$ cat src/rtl/he_feeder_pkg.sv
// Shared state, product-index types and operand mapping for the tile feeder.
// Build option: POLY_MUL_FEEDER_TIMEOUT_EN enables the drain watchdog in the top.
`ifndef DEGREE_N
`define DEGREE_N 8
`endif
`ifndef TILE_N
`define TILE_N 4
`endif
`ifndef BIT_WIDTH
`define BIT_WIDTH 16
`endif

package he_feeder_pkg;

  typedef enum logic [2:0] {
    IDLE,
    ISSUE,
    DRAIN,
    CLEAR,
    FINISH
  } feeder_state_t;

  typedef logic [1:0] prod_idx_t;

  // Bit p selects the ciphertext component used by product p:
  // a1*b1, a0*b1, a1*b0, a0*b0.
  localparam logic [3:0] A_IDX_MAP = 4'b0101;
  localparam logic [3:0] B_IDX_MAP = 4'b0011;

  function automatic logic a_sel(input prod_idx_t p);
    return A_IDX_MAP[p];
  endfunction

  function automatic logic b_sel(input prod_idx_t p);
    return B_IDX_MAP[p];
  endfunction

endpackage

$ cat src/rtl/tile_pair_counter.sv
// Nested (ta, tb) tile counter: tb is the minor index, ta advances when tb wraps.
// last_o flags the final pair (NT-1, NT-1) of a product.
module tile_pair_counter #(
  parameter int NT = 2,
  parameter int CW = 1
) (
  input  logic          clk,
  input  logic          rst,
  input  logic          clr,
  input  logic          adv,
  output logic [CW-1:0] ta_o,
  output logic [CW-1:0] tb_o,
  output logic          last_o
);

  localparam logic [CW-1:0] LAST = CW'(NT - 1);

  logic [CW-1:0] ta_reg;
  logic [CW-1:0] tb_reg;

  always_ff @(posedge clk or negedge rst) begin
    if (!rst) begin
      ta_reg <= '0;
      tb_reg <= '0;
    end else if (clr) begin
      ta_reg <= '0;
      tb_reg <= '0;
    end else if (adv) begin
      if (tb_reg == LAST) begin
        tb_reg <= '0;
        ta_reg <= (ta_reg == LAST) ? '0 : ta_reg + 1'b1;
      end else begin
        tb_reg <= tb_reg + 1'b1;
      end
    end
  end

  assign ta_o   = ta_reg;
  assign tb_o   = tb_reg;
  assign last_o = (ta_reg == LAST) && (tb_reg == LAST);

endmodule

$ cat src/rtl/poly_mul_tile_feeder.sv
// Streams the four tensor-product tile pairs of two captured ciphertexts into the
// poly-mul wrapper. Build option: POLY_MUL_FEEDER_TIMEOUT_EN adds a drain watchdog.
`ifndef DEGREE_N
`define DEGREE_N 8
`endif
`ifndef TILE_N
`define TILE_N 4
`endif
`ifndef BIT_WIDTH
`define BIT_WIDTH 16
`endif

module poly_mul_tile_feeder
  import he_feeder_pkg::*;
#(
  parameter int DEGREE_N       = `DEGREE_N,
  parameter int TILE_N         = `TILE_N,
  parameter int BIT_WIDTH      = `BIT_WIDTH,
  parameter int TIMEOUT_CYCLES = 4096
) (
  input  logic                                    clk,
  input  logic                                    rst,
  input  logic                                    start_i,
  input  logic [1:0][DEGREE_N-1:0][BIT_WIDTH-1:0] ct_a_i,
  input  logic [1:0][DEGREE_N-1:0][BIT_WIDTH-1:0] ct_b_i,
  output logic [TILE_N-1:0][BIT_WIDTH-1:0]        as_o,
  output logic [TILE_N-1:0][BIT_WIDTH-1:0]        bs_o,
  output logic                                    start_o,
  input  logic                                    ready_i,
  input  logic                                    poly_mul_done_i,
  output logic                                    rst_poly_mul_o,
  output prod_idx_t                               prod_idx_o,
  output logic                                    busy_o,
  output logic                                    done_o,
  output logic                                    err_o
);

  localparam int NT = DEGREE_N / TILE_N;
  localparam int CW = (NT > 1) ? $clog2(NT) : 1;
  localparam int IW = (DEGREE_N > 1) ? $clog2(DEGREE_N) : 1;

  feeder_state_t state_reg;
  prod_idx_t     prod_reg;
  logic          start_reg;
  logic          rst_pm_reg;
  logic          done_reg;
  logic          err_reg;
  logic          abort_reg;
  logic          wd_hit;

  logic [1:0][DEGREE_N-1:0][BIT_WIDTH-1:0] ca_reg;
  logic [1:0][DEGREE_N-1:0][BIT_WIDTH-1:0] cb_reg;

  logic [CW-1:0] ta;
  logic [CW-1:0] tb;
  logic          last_pair;
  logic          xfer;
  logic          cnt_clr;

  assign xfer    = start_reg && ready_i;
  assign cnt_clr = (state_reg == IDLE) || (state_reg == CLEAR);

  tile_pair_counter #(
    .NT(NT),
    .CW(CW)
  ) u_cnt (
    .clk   (clk),
    .rst   (rst),
    .clr   (cnt_clr),
    .adv   (xfer),
    .ta_o  (ta),
    .tb_o  (tb),
    .last_o(last_pair)
  );

  // Operands are only written on an accepted start, so they cannot move mid-run.
  always_ff @(posedge clk) begin
    if (state_reg == IDLE && start_i) begin
      ca_reg <= ct_a_i;
      cb_reg <= ct_b_i;
    end
  end

`ifdef POLY_MUL_FEEDER_TIMEOUT_EN
  logic [31:0] wd_reg;

  assign wd_hit = (state_reg == DRAIN) && (wd_reg == 32'(TIMEOUT_CYCLES - 1));

  always_ff @(posedge clk or negedge rst) begin
    if (!rst) begin
      wd_reg <= '0;
    end else if (state_reg == DRAIN && !poly_mul_done_i && !wd_hit) begin
      wd_reg <= wd_reg + 32'd1;
    end else begin
      wd_reg <= '0;
    end
  end
`else
  logic timeout_unused;

  assign timeout_unused = |TIMEOUT_CYCLES;
  assign wd_hit         = 1'b0;
`endif

  always_ff @(posedge clk or negedge rst) begin
    if (!rst) begin
      state_reg  <= IDLE;
      prod_reg   <= '0;
      start_reg  <= 1'b0;
      rst_pm_reg <= 1'b1;
      done_reg   <= 1'b0;
      err_reg    <= 1'b0;
      abort_reg  <= 1'b0;
    end else begin
      done_reg   <= 1'b0;
      rst_pm_reg <= 1'b1;
      case (state_reg)
        IDLE: begin
          if (start_i) begin
            prod_reg  <= '0;
            err_reg   <= 1'b0;
            abort_reg <= 1'b0;
            start_reg <= 1'b1;
            state_reg <= ISSUE;
          end
        end
        ISSUE: begin
          if (xfer && last_pair) begin
            start_reg <= 1'b0;
            state_reg <= DRAIN;
          end
        end
        DRAIN: begin
          if (poly_mul_done_i) begin
            rst_pm_reg <= 1'b0;
            state_reg  <= CLEAR;
          end else if (wd_hit) begin
            rst_pm_reg <= 1'b0;
            err_reg    <= 1'b1;
            abort_reg  <= 1'b1;
            state_reg  <= CLEAR;
          end
        end
        CLEAR: begin
          if (abort_reg) begin
            state_reg <= IDLE;
          end else if (prod_reg == 2'd3) begin
            done_reg  <= 1'b1;
            state_reg <= FINISH;
          end else begin
            prod_reg  <= prod_reg + 2'd1;
            start_reg <= 1'b1;
            state_reg <= ISSUE;
          end
        end
        FINISH: state_reg <= IDLE;
        default: state_reg <= IDLE;
      endcase
    end
  end

  logic a_idx;
  logic b_idx;
  assign a_idx = a_sel(prod_reg);
  assign b_idx = b_sel(prod_reg);

  for (genvar gi = 0; gi < TILE_N; gi++) begin : g_lane
    logic [IW-1:0] a_pos;
    logic [IW-1:0] b_pos;
    assign a_pos    = IW'(int'(ta) * TILE_N + gi);
    assign b_pos    = IW'(int'(tb) * TILE_N + gi);
    assign as_o[gi] = start_reg ? ca_reg[a_idx][a_pos] : '0;
    assign bs_o[gi] = start_reg ? cb_reg[b_idx][b_pos] : '0;
  end

  assign start_o        = start_reg;
  assign rst_poly_mul_o = rst_pm_reg;
  assign prod_idx_o     = prod_reg;
  assign busy_o         = (state_reg != IDLE);
  assign done_o         = done_reg;
  assign err_o          = err_reg;

endmodule

$ cat config.mk
export PLATFORM = sky130hd
export DESIGN_NAME = poly_mul_tile_feeder
export DESIGN_NICKNAME = d
export VERILOG_FILES = /design/src/rtl/he_feeder_pkg.sv /design/src/rtl/tile_pair_counter.sv /design/src/rtl/poly_mul_tile_feeder.sv
export SDC_FILE = /design/constraint.sdc
export NUM_CORES = 1
export LEC_CHECK = 0
export ABC_CLOCK_PERIOD_IN_PS = 39000
export CAP_MARGIN = 0
export CORE_AREA = 2 2 250 252
export CTS_CLUSTER_DIAMETER = 60
export CTS_CLUSTER_SIZE = 16
export DETAILED_ROUTE_END_ITERATION = 7
export DIE_AREA = 0 0 252 254
export PLACE_DENSITY = 0.66
export SLEW_MARGIN = 20
export SYNTH_ARGS = -nofsm -noshare
export SYNTH_HDL_FRONTEND = slang
export SYNTH_SLANG_ARGS = --single-unit
$ cat constraint.sdc
create_clock -name clk -period 39 [get_ports clk]
set_input_delay 7.8 -clock clk [delete_from_list [all_inputs] [get_ports clk]]
set_output_delay 7.8 -clock clk [all_outputs]
set_load 0.01 [all_outputs]
==> flow_summary.json <==
{
  "synthArstFlopShare_pct": 1.92,
  "num_vias": 11300,
  "clockBufferDepth": 3,
  "ff2ff_path_depth": 4,
  "ys_types": 30,
  "synth-edff-count": 512,
  "initial_core_util_pct": 32.1,
  "ys_warn_count": 0,
  "wl_per_cell_microns": 21.7,
  "gp_congestion": 0.830,
  "synthMuxAreaShare_pct": 13.9,
  "port_buffers": 650,
  "startpoint": "prod_idx_o[1]$_DFFE_PN0P_",
  "dominantRegCellSynth": "edfxtp_1",
  "ys_seq_elements": 522,
  "fin_tns_setup_ps": 0,
  "overflow": 0,
  "cp-end-kind": "output pin",
  "peakVddDrop_mv": 0.0429,
  "cts-root-buf": "clkbuf_16",
  "ant_nets": 0,
  "drt_pass1_iterations": 4,
  "grt_max_degree": 184,
  "relSlewSlack_pct": 26.0,
  "wl_mm": 52.4,
  "avgViaCountPerCell": 4.68,
  "setup_viol": 0,
  "grt_util_all_layers_pct": 15.6,
  "postSynthCellCount": 934,
  "synth.area.top_cells": "edfxtp_1 (78%), mux4_2 (7.3%), mux2i_1 (6.6%)",
  "finClkSkew_ps": 22.2,
  "cts_resized": 0,
  "grt_pass1_wl_mm": 74.0,
  "synth_top_area_share_pct": 78.1,
  "netlist_area_sq_um": 19700,
  "reg2reg_to": "cb_reg[29]$_DFFE_PP_",
  "fill_cells": 5302,
  "fmax_mhz": 76.8,
  "drv_slew": 0,
  "post_cts_buffers": 0,
  "io_pins": 652,
  "yosys.area_share.simple_pct": 2.66,
  "cp_data_required_time_ps": 31200,
  "critical_path_class": "flip-flop to output pin",
  "synth.avg_cell_area_sq_um": 21.1,
  "synth_top_family_by_area": "multiplexers",
  "drt_iter0_markers": 650,
  "final_layout_size_suffix_gt1_share_pct": 9.05,
  "p_per_area_nw_per_um2": 66.5,
  "syn2layout_area_growth_pct": 44.2,
  "grt_pass1_vias": 12000,
  "worstSetupStartpointType": "flip-flop",
  "layout.nets": 2110,
  "insertion_delay_ps": 570,
  "path_max_fanout": 58,
  "synth-xor-area-share_pct": 0.0890,
  "clkSinkCount": 522,
  "outcome": "completed",
  "min_period_ps": 13010,
  "synth_top_area_cell": "edfxtp_1",
  "num_rows": 91,
  "drc": 0,
  "max_slew.worst_pin.slew_ps": 1110,
  "synthAdderAreaFrac_pct": 0.191,
  "syn_nets": 1454,
  "crit_end": "as_o[34]",
  "drv_cap": 0,
  "hpwl_mm": 37.5,
  "synth.yosys.seq_area_share_pct": 79.4,
  "die_w_microns": 252,
  "core-area_sq_um": 61300,
  "r2r_slack_ps": 35410,
  "clkTransAtPathRegs_ps": 60,
  "postCtsHoldBufs": 0,
  "cts_buffers": 44,
  "timing.final.crit_share_pct": 33.4,
  "hold_viol_final": 0,
  "die_area_sq_um": 64000,
  "antenna_found_initial": 9,
  "min_path_type": "flip-flop to flip-flop",
  "cts_tree": "done",
  "synth_compound_area_share_pct": 2.23,
  "r2r-start": "state_reg[0]$_DFFE_PN0P_",
  "power_leakage_nw": 9.06,
  "critPathArrivalTime_ps": 5210,
  "grt_setup_unrepaired": "false",
  "htree_levels": 2,
  "fin_util_pct": 46.3,
  "die_y_microns": 254
}
==> final cells by class <==
class                      instances  area, sq um  area share (%)
clock buffer                      50         1140            4.03
timing repair buffer             661         6620            23.3
inverter                           4         15.0          0.0529
tap                              790          988            3.48
sequential                       522        15600            55.1
multi-input combinational        357         3790            13.3
antenna                            7         17.5          0.0617
clock inverter                    19          178           0.626
==> synth_stat cells, types with 2 or more instances <==
| library cell | count |
|---|---|
| a21oi_1 | 4 |
| and2_1 | 64 |
| and3_1 | 2 |
| buf_2 | 21 |
| buf_4 | 3 |
| buf_6 | 6 |
| clkbuf_1 | 20 |
| dfrtp_1 | 9 |
| edfxtp_1 | 512 |
| ha_1 | 3 |
| inv_1 | 4 |
| mux2i_1 | 129 |
| mux4_2 | 64 |
| nand2_1 | 5 |
| nand3_1 | 3 |
| nor2_1 | 4 |
| nor2b_1 | 2 |
| nor3_1 | 2 |
| o22ai_1 | 64 |
| or3_1 | 2 |
| xor2_1 | 2 |
==> logic make-up after synthesis <==
family	after synthesis
muxes	194
adders and majority gates	3
xor gates and xnor gates	2
other	1
AOI/OAI and AO/OA	70
buffers and inverters	55
and+or+nand+nor	87
DFF	522
==> how the worst min path moves through the flow <==
stage / startpoint / endpoint / cells after the start
floorplan: state_reg[2]$_DFFE_PN0P_ / state_reg[1]$_DFFE_PN0P_ / 1
global placement: prod_idx_o[0]$_DFFE_PN0P_ / prod_idx_o[0]$_DFFE_PN0P_ / 1
detailed placement: prod_idx_o[0]$_DFFE_PN0P_ / prod_idx_o[0]$_DFFE_PN0P_ / 1
CTS: prod_idx_o[0]$_DFFE_PN0P_ / prod_idx_o[0]$_DFFE_PN0P_ / 1
global route: prod_idx_o[0]$_DFFE_PN0P_ / prod_idx_o[0]$_DFFE_PN0P_ / 1
finish: prod_idx_o[0]$_DFFE_PN0P_ / prod_idx_o[0]$_DFFE_PN0P_ / 1
==> cell usage in the layout, fill, tap and decap left out, types with 2 or more instances in the layout <==
| master | count |
|---|---|
| clkinv_8 | 2 |
| mux4_2 | 64 |
| a21oi_1 | 4 |
| buf_12 | 2 |
| inv_1 | 4 |
| nor3_1 | 2 |
| inv_6 | 5 |
| edfxtp_1 | 512 |
| nand2_1 | 4 |
| dfrtp_4 | 2 |
| o22ai_1 | 64 |
| clkbuf_16 | 45 |
| dfrtp_1 | 6 |
| diode_2 | 7 |
| ha_1 | 3 |
| or3_1 | 2 |
| mux2i_1 | 129 |
| and2_1 | 64 |
| clkinv_1 | 2 |
| clkdlybuf4s50_1 | 650 |
| xor2_1 | 2 |
| clkinv_4 | 2 |
| and3_1 | 2 |
| clkinv_2 | 4 |
| clkinvlp_4 | 2 |
| nor2b_1 | 2 |
| nor2_1 | 3 |
| buf_4 | 8 |
| clkbuf_1 | 5 |
| nand3_1 | 3 |
==> per-stage QoR <==
step / total power [mW] / hold WS (ps) / setup WS (ps) / instance area [sq um] / std cells
4_1_cts: 1.92 / 608 / 25790 / 28400 / 2403
5_1_grt: 1.97 / 642 / 25560 / 28400 / 2405
2_1_floorplan: 1.25 / 517 / 110 / 19700 / 934
6_report: 1.89 / 592 / 25990 / 28400 / 2410
3_5_place_dp: 1.49 / 589 / 26440 / 27000 / 2334
3_3_place_gp: 1.48 / 556 / 26580 / 27000 / 2334
==> per-layer routing <==
| metal | GRT usage [%] | vias up | wire length (microns) |
|---|---|---|---|
| li1 | - | 5102 | - |
| met1 | 16.5 | 5560 | 18300 |
| met2 | 27.5 | 524 | 26500 |
| met3 | 7.26 | 79 | 6270 |
| met4 | 4.75 | 6 | 1230 |
| met5 | 0 | - | 41 |
==> critical path, cell delays in order (launching register included) <==
cell	delay [ps]
dfrtp_4	820
inv_1	140
ha_1	240
nor2_4	620
buf_4	850
buf_4	870
mux2i_1	190
o22ai_1	190
clkdlybuf4s50_1	600
==> power by group <==
part / leakage [nW] / internal [mW] / switching, mW
logic: 3.66 / 0.377 / 0.339
registers: 4.76 / 0.719 / 0.0318
clock network: 0.644 / 0.220 / 0.201
total: 9.06 / 1.32 / 0.572
Note: power is estimated with default switching activity, not from simulation.
